===== src/rtl/wasd_key_decoder_if.sv =====
// Scancode byte stream from the PS/2 byte receiver into the WASD key decoder.
// The receiver drives the master side; the decoder consumes the slave side.
interface wasd_key_decoder_if;
    logic       rx_valid;
    logic [7:0] rx_data;

    modport master (
        output rx_valid,
        output rx_data
    );

    modport slave (
        input  rx_valid,
        input  rx_data
    );
endinterface


===== src/rtl/wasd_key_decoder.sv =====
// Decodes PS/2 set-2 make/break sequences for WASD and the arrow keys into a held-key
// map, and emits rate-limited single-cycle move pulses for the sprite position controller.
module wasd_key_decoder #(
    parameter int MOVE_DIV       = 1_000_000,
    parameter int PREFIX_TIMEOUT = 2_000_000
) (
    input  logic              clk,
    input  logic              rst,
    wasd_key_decoder_if.slave rx,
    output logic              A_signal,
    output logic              D_signal,
    output logic              W_signal,
    output logic              S_signal,
    output logic [3:0]        key_held,
    output logic              move_tick
);

    localparam int CNT_W = (MOVE_DIV > 1) ? $clog2(MOVE_DIV) : 1;
    localparam int TO_W  = (PREFIX_TIMEOUT > 1) ? $clog2(PREFIX_TIMEOUT) : 1;

    localparam logic [CNT_W-1:0] CNT_LAST = CNT_W'(MOVE_DIV - 1);
    localparam logic [TO_W-1:0]  TO_LAST  = TO_W'(PREFIX_TIMEOUT - 1);

    localparam logic [7:0] CODE_EXT = 8'hE0;
    localparam logic [7:0] CODE_BRK = 8'hF0;

    typedef enum logic [1:0] {
        ST_IDLE,
        ST_EXT,
        ST_BRK,
        ST_EXT_BRK
    } state_t;

    state_t            state_q;
    state_t            state_d;
    logic [7:0]        held_q;
    logic [7:0]        held_d;
    logic [TO_W-1:0]   tmo_q;
    logic [TO_W-1:0]   tmo_d;
    logic [CNT_W-1:0]  cnt_q;
    logic [CNT_W-1:0]  cnt_d;
    logic [3:0]        key_held_q;
    logic [3:0]        dir_level;
    logic [3:0]        pulse_q;
    logic [3:0]        pulse_d;

    logic              std_hit;
    logic [2:0]        std_idx;
    logic              ext_hit;
    logic [2:0]        ext_idx;

    // Held-map layout: bits 3:0 are the letters A,D,W,S; bits 7:4 the matching arrows.
    always_comb begin
        std_hit = 1'b1;
        std_idx = 3'd0;
        case (rx.rx_data)
            8'h1C:   std_idx = 3'd0;
            8'h23:   std_idx = 3'd1;
            8'h1D:   std_idx = 3'd2;
            8'h1B:   std_idx = 3'd3;
            default: std_hit = 1'b0;
        endcase
    end

    always_comb begin
        ext_hit = 1'b1;
        ext_idx = 3'd4;
        case (rx.rx_data)
            8'h6B:   ext_idx = 3'd4;
            8'h74:   ext_idx = 3'd5;
            8'h75:   ext_idx = 3'd6;
            8'h72:   ext_idx = 3'd7;
            default: ext_hit = 1'b0;
        endcase
    end

    always_comb begin
        state_d = state_q;
        held_d  = held_q;
        tmo_d   = tmo_q;
        if (rx.rx_valid) begin
            tmo_d = '0;
            case (state_q)
                ST_IDLE: begin
                    if (rx.rx_data == CODE_EXT) begin
                        state_d = ST_EXT;
                    end else if (rx.rx_data == CODE_BRK) begin
                        state_d = ST_BRK;
                    end else if (std_hit) begin
                        held_d[std_idx] = 1'b1;
                    end
                end
                ST_EXT: begin
                    if (rx.rx_data == CODE_BRK) begin
                        state_d = ST_EXT_BRK;
                    end else if (rx.rx_data == CODE_EXT) begin
                        state_d = ST_EXT;
                    end else begin
                        if (ext_hit) begin
                            held_d[ext_idx] = 1'b1;
                        end
                        state_d = ST_IDLE;
                    end
                end
                ST_BRK: begin
                    if (std_hit) begin
                        held_d[std_idx] = 1'b0;
                    end
                    state_d = ST_IDLE;
                end
                ST_EXT_BRK: begin
                    if (ext_hit) begin
                        held_d[ext_idx] = 1'b0;
                    end
                    state_d = ST_IDLE;
                end
                default: state_d = ST_IDLE;
            endcase
        end else if (state_q != ST_IDLE) begin
            // A half-received sequence is dropped if the rest never arrives.
            if (tmo_q == TO_LAST) begin
                state_d = ST_IDLE;
                tmo_d   = '0;
            end else begin
                tmo_d = tmo_q + TO_W'(1);
            end
        end else begin
            tmo_d = '0;
        end
    end

    always_comb begin
        cnt_d = (cnt_q == CNT_LAST) ? '0 : cnt_q + CNT_W'(1);
    end

    assign move_tick = (cnt_q == CNT_LAST);

    // Direction gi opposes gi^1: A<->D and W<->S cancel each other out.
    for (genvar gi = 0; gi < 4; gi++) begin : g_dir
        assign dir_level[gi] = held_q[gi] | held_q[gi + 4];
        assign pulse_d[gi]   = move_tick & key_held_q[gi] & ~key_held_q[gi ^ 1];
    end

    always_ff @(posedge clk) begin
        if (rst) begin
            state_q    <= ST_IDLE;
            held_q     <= '0;
            tmo_q      <= '0;
            cnt_q      <= '0;
            key_held_q <= '0;
            pulse_q    <= '0;
        end else begin
            state_q    <= state_d;
            held_q     <= held_d;
            tmo_q      <= tmo_d;
            cnt_q      <= cnt_d;
            key_held_q <= dir_level;
            pulse_q    <= pulse_d;
        end
    end

    assign key_held = key_held_q;
    assign A_signal = pulse_q[0];
    assign D_signal = pulse_q[1];
    assign W_signal = pulse_q[2];
    assign S_signal = pulse_q[3];

endmodule


===== src/flat_wrapper.sv =====
// flat-port wrapper written by rule: the top's interface ports become plain ports
module wasd_key_decoder_flat 
#(
    parameter int MOVE_DIV       = 1_000_000,
    parameter int PREFIX_TIMEOUT = 2_000_000
)
  (clk, rst, A_signal, D_signal, W_signal, S_signal, key_held, move_tick, rx_rx_valid, rx_rx_data);
  wasd_key_decoder_if rx_i ();
  input  logic clk;
  input  logic rst;
  output logic A_signal;
  output logic D_signal;
  output logic W_signal;
  output logic S_signal;
  output logic [3:0] key_held;
  output logic move_tick;
  input wire logic [$bits(rx_i.rx_valid)-1:0] rx_rx_valid;
  input wire logic [$bits(rx_i.rx_data)-1:0] rx_rx_data;
  assign rx_i.rx_valid = rx_rx_valid;
  assign rx_i.rx_data = rx_rx_data;
  wasd_key_decoder #(.MOVE_DIV(MOVE_DIV), .PREFIX_TIMEOUT(PREFIX_TIMEOUT)) u_core (.clk(clk), .rst(rst), .rx(rx_i), .A_signal(A_signal), .D_signal(D_signal), .W_signal(W_signal), .S_signal(S_signal), .key_held(key_held), .move_tick(move_tick));
endmodule

===== config.mk =====
export PLATFORM = sky130hd
export DESIGN_NAME = wasd_key_decoder_flat
export DESIGN_NICKNAME = d
export VERILOG_FILES = /design/src/rtl/wasd_key_decoder_if.sv /design/src/rtl/wasd_key_decoder.sv /design/src/flat_wrapper.sv
export SDC_FILE = /design/constraint.sdc
export NUM_CORES = 1
export LEC_CHECK = 0
export CORE_MARGIN = 3
export CORE_UTILIZATION = 55
export CTS_CLUSTER_DIAMETER = 120
export DETAILED_ROUTE_END_ITERATION = 10
export GPL_TIMING_DRIVEN = 0
export PLACE_DENSITY = 0.76
export SKIP_CTS_REPAIR_TIMING = 1
export SLEW_MARGIN = 20
export SYNTH_ARGS = -nofsm -noshare
export SYNTH_HDL_FRONTEND = slang
export SYNTH_SLANG_ARGS = --single-unit

===== constraint.sdc =====
create_clock -name clk -period 2.2 [get_ports clk]
set_input_delay 0.44 -clock clk [delete_from_list [all_inputs] [get_ports clk]]
set_output_delay 0.44 -clock clk [all_outputs]
set_load 0.05 [all_outputs]

==> flow_metrics.tcl <==
set metrics [dict create \
    tightest_slew_ns 0.5235 \
    num_rows 25 \
    antenna_found_initial 0 \
    gp_congestion 0.8448 \
    drtIter0Drc 78 \
    drtPass1Iterations 4 \
    rsz0062_at_grt "true" \
    synth_nets 327 \
    syn_area_per_cell_um2 8.715 \
    total_power_mw 2.113 \
    power_leakage_nw 1.012 \
    end_kind "output pin" \
    worst-path-buf-inv 1 \
    die-area_um2 5858 \
    period_needed_ns 2.249 \
    cts_tree "yes" \
    clk_pin_slew_ns 0.06 \
    start_util 0.5755 \
    worst-path-max-fanout 3 \
    finalClockSkew_ns 0.008005 \
    p_per_area_nw_per_um2 645.9 \
    final-max-slew-violation-count 0 \
    drc_errors 0 \
    syn_inst 314 \
    grt_max_degree 11 \
    violations "negative setup slack" \
    async_flop_share 0 \
    maxCapViolations 0 \
    grt.overflow.total 0 \
    synth_ff_type "dfxtp_1" \
    slowest_stage "or4_4" \
    syn_to_final_growth_pct 19.52 \
    postRouteAntennaNets 0 \
    hold_slack_ns 0.4534 \
    hold_viol_final 0 \
    cts_buffer_depth 2 \
    cts.sinks 59 \
    grt_pass1_vias 2243 \
    route.vias.total 2344 \
    final.period_utilization 1.022 \
    crit_required_ns 1.76 \
    drive_gt1_frac 0.1278 \
    yosysWarnings 0 \
    worst_setup_path_start_kind "register" \
    num_io_pins 20 \
    grt_usage 0.2017 \
    cp_cell_sequence "or3b_4, or4_4, nor2_4, buf_6" \
    criticalPathCategory "register to output pin" \
    worstPathArrival_ns 1.81 \
    postSynthRegisterBits 59 \
    numCtsBuffers 9 \
    root_buffer "clkbuf_8" \
    vdd_drop_max_v 0.0005086 \
    hpwl_mm 3.884 \
    clock_latency_ns 0.33 \
    grt_pass1_wl_mm 9.549 \
    critical-path-max-stage-delay_ns 0.51 \
    timing.fmax_mhz 444.6 \
    synth_edf_count 0 \
    cts_htree_levels 3 \
    setup_ws_ns -0.04922 \
    yosysSeqAreaShare 0.4316 \
    setup_violations 1 \
    slew_headroom 0.6499 \
    synth_area_um2 2736 \
    port_buffers 19 \
    core-area_um2 4755 \
    hold_path_class "register to register" \
    finalNetCount 360 \
    die_h_um 76.54 \
    status "finished, violations left" \
    cp_top_family "simple AND/OR/NAND/NOR gates" \
    synth_cell_types 48 \
    die_x_um 76.54 \
    fill_cells 394 \
    wl_per_cell_um 13.19 \
    wirelength_mm 5.525 \
    antenna_cells 0 \
    vias_per_cell 5.594 \
]
[synth_stat cells (all sizes together), types with 2 or more instances]
cell	count	area [um2]
a21oi	14	73.82
and3b	5	43.79
and4	3	27.53
buf	5	30.02
clkbuf	3	11.26
dfxtp	59	1181
ha	2	25.02
inv	9	33.78
mux2i	5	50.05
nand2	14	52.55
nand2b	3	18.77
nand3	23	120.1
nand3b	2	15.01
nand4	14	87.58
nor2	47	176.4
nor2b	5	31.28
nor3	9	45.04
nor3b	2	15.01
nor4	6	37.54
nor4b	4	35.03
nor4bb	2	20.02
o21ai	10	50.04
o22ai	2	12.51
o2bb2ai	3	26.28
o31ai	4	30.03
or3	10	62.56
or3b	3	26.28
or4	8	63.81
or4b	2	20.02
xnor2	16	140.1
xor2	9	78.83
[power breakdown]
group          leakage (nW)  internal [mW]  switching [mW]
sequential            0.479           1.07         0.00703
clock                0.0991          0.548           0.409
combinational         0.434         0.0357          0.0409
[placed cells by master, fill, tap and decap left out, types with 3 or more instances in the layout]
| cell type | instances |
|---|---|
| nor2b_1 | 5 |
| o2bb2ai_1 | 3 |
| clkdlybuf4s50_1 | 18 |
| o31ai_1 | 4 |
| clkbuf_1 | 4 |
| clkbuf_8 | 10 |
| clkinv_2 | 3 |
| nand2b_1 | 3 |
| buf_4 | 5 |
| or4_1 | 6 |
| nand3_1 | 22 |
| mux2i_1 | 5 |
| nor3_1 | 9 |
| xnor2_1 | 16 |
| o21ai_0 | 9 |
| nor2_1 | 46 |
| a21oi_1 | 13 |
| inv_1 | 9 |
| nand4_1 | 14 |
| and3b_1 | 5 |
| or3_1 | 10 |
| nor4_1 | 6 |
| nor4b_1 | 4 |
| buf_2 | 3 |
| dfxtp_2 | 5 |
| dfxtp_1 | 52 |
| nand2_1 | 13 |
| xor2_1 | 9 |
[per-stage QoR]
stage	worst slack (ns)	utilization	area (um2)	instances	setup TNS, ns
2_1_floorplan	0.05243	-	2739	314	0
3_3_place_gp	-0.5270	0.6337	3013	400	-1.679
3_5_place_dp	-0.5233	0.6337	3013	400	-1.767
4_1_cts	-0.8949	0.6745	3207	416	-0.8949
5_1_grt	-0.1247	0.6879	3271	419	-0.1247
6_report	-0.04922	0.6879	3271	419	-0.04922
[routing by layer]
layer  share of wire  up-vias  global-route usage  routed length [um]
li1                -     1210                   -                   -
met1            0.47     1076              0.2393                2607
met2            0.47       50              0.3243                2580
met3           0.050        8             0.07565                 275
met4           0.011        0             0.09058                  62
met5               0        -                   0                   0
[state kept, by name (all words and copies together), names as in the netlist]
register and cells:
u_core.key_held 4, u_core.tmo_q 21, u_core.state_q 2, u_core.pulse_q 4
u_core.cnt_q 20, u_core.held_q 8
[worst paths after layout]
path | depth (start not counted) | to | slack [ns] | start
worst max-delay path | 4 | move_tick | -0.05 | u_core.cnt_q[7]
worst max register to register | 5 | u_core.tmo_q[17] | 0.15 | u_core.tmo_q[14]
worst min-delay path | 2 | u_core.key_held[0] | 0.45 | u_core.held_q[4]
worst min register to register | 2 | u_core.key_held[0] | 0.45 | u_core.held_q[4]
[cell type report]
type,count,area (um2),area share
multi-input cells,238,1509,0.4614
repair buffers,22,214.0,0.06542
clock buffers,11,141.4,0.04323
plain buffers,8,41.29,0.01262
flip-flops and latches,59,1195,0.3653
clock inverters,5,52.55,0.01607
inverters,9,33.78,0.01033
well taps,67,83.83,0.02563
[cells by family (layout without fill, tap and decap cells)]
group	after synthesis	in the layout	share of synthesized area
compound gates	40	40	0.09419
xor+xnor	25	25	0.08002
fa+ha+maj	2	2	0.009143
buf+inv	17	55	0.02743
flops	59	59	0.4316
mux	5	5	0.01829
simple gates	166	166	0.3393
[tightest hold or removal path, cell delays in order (launching register included)]
cell and delay [ns]:
dfxtp_1 0.32, nor2_1 0.04, nor2_1 0.06
Note: power is estimated with default switching activity, not from simulation.
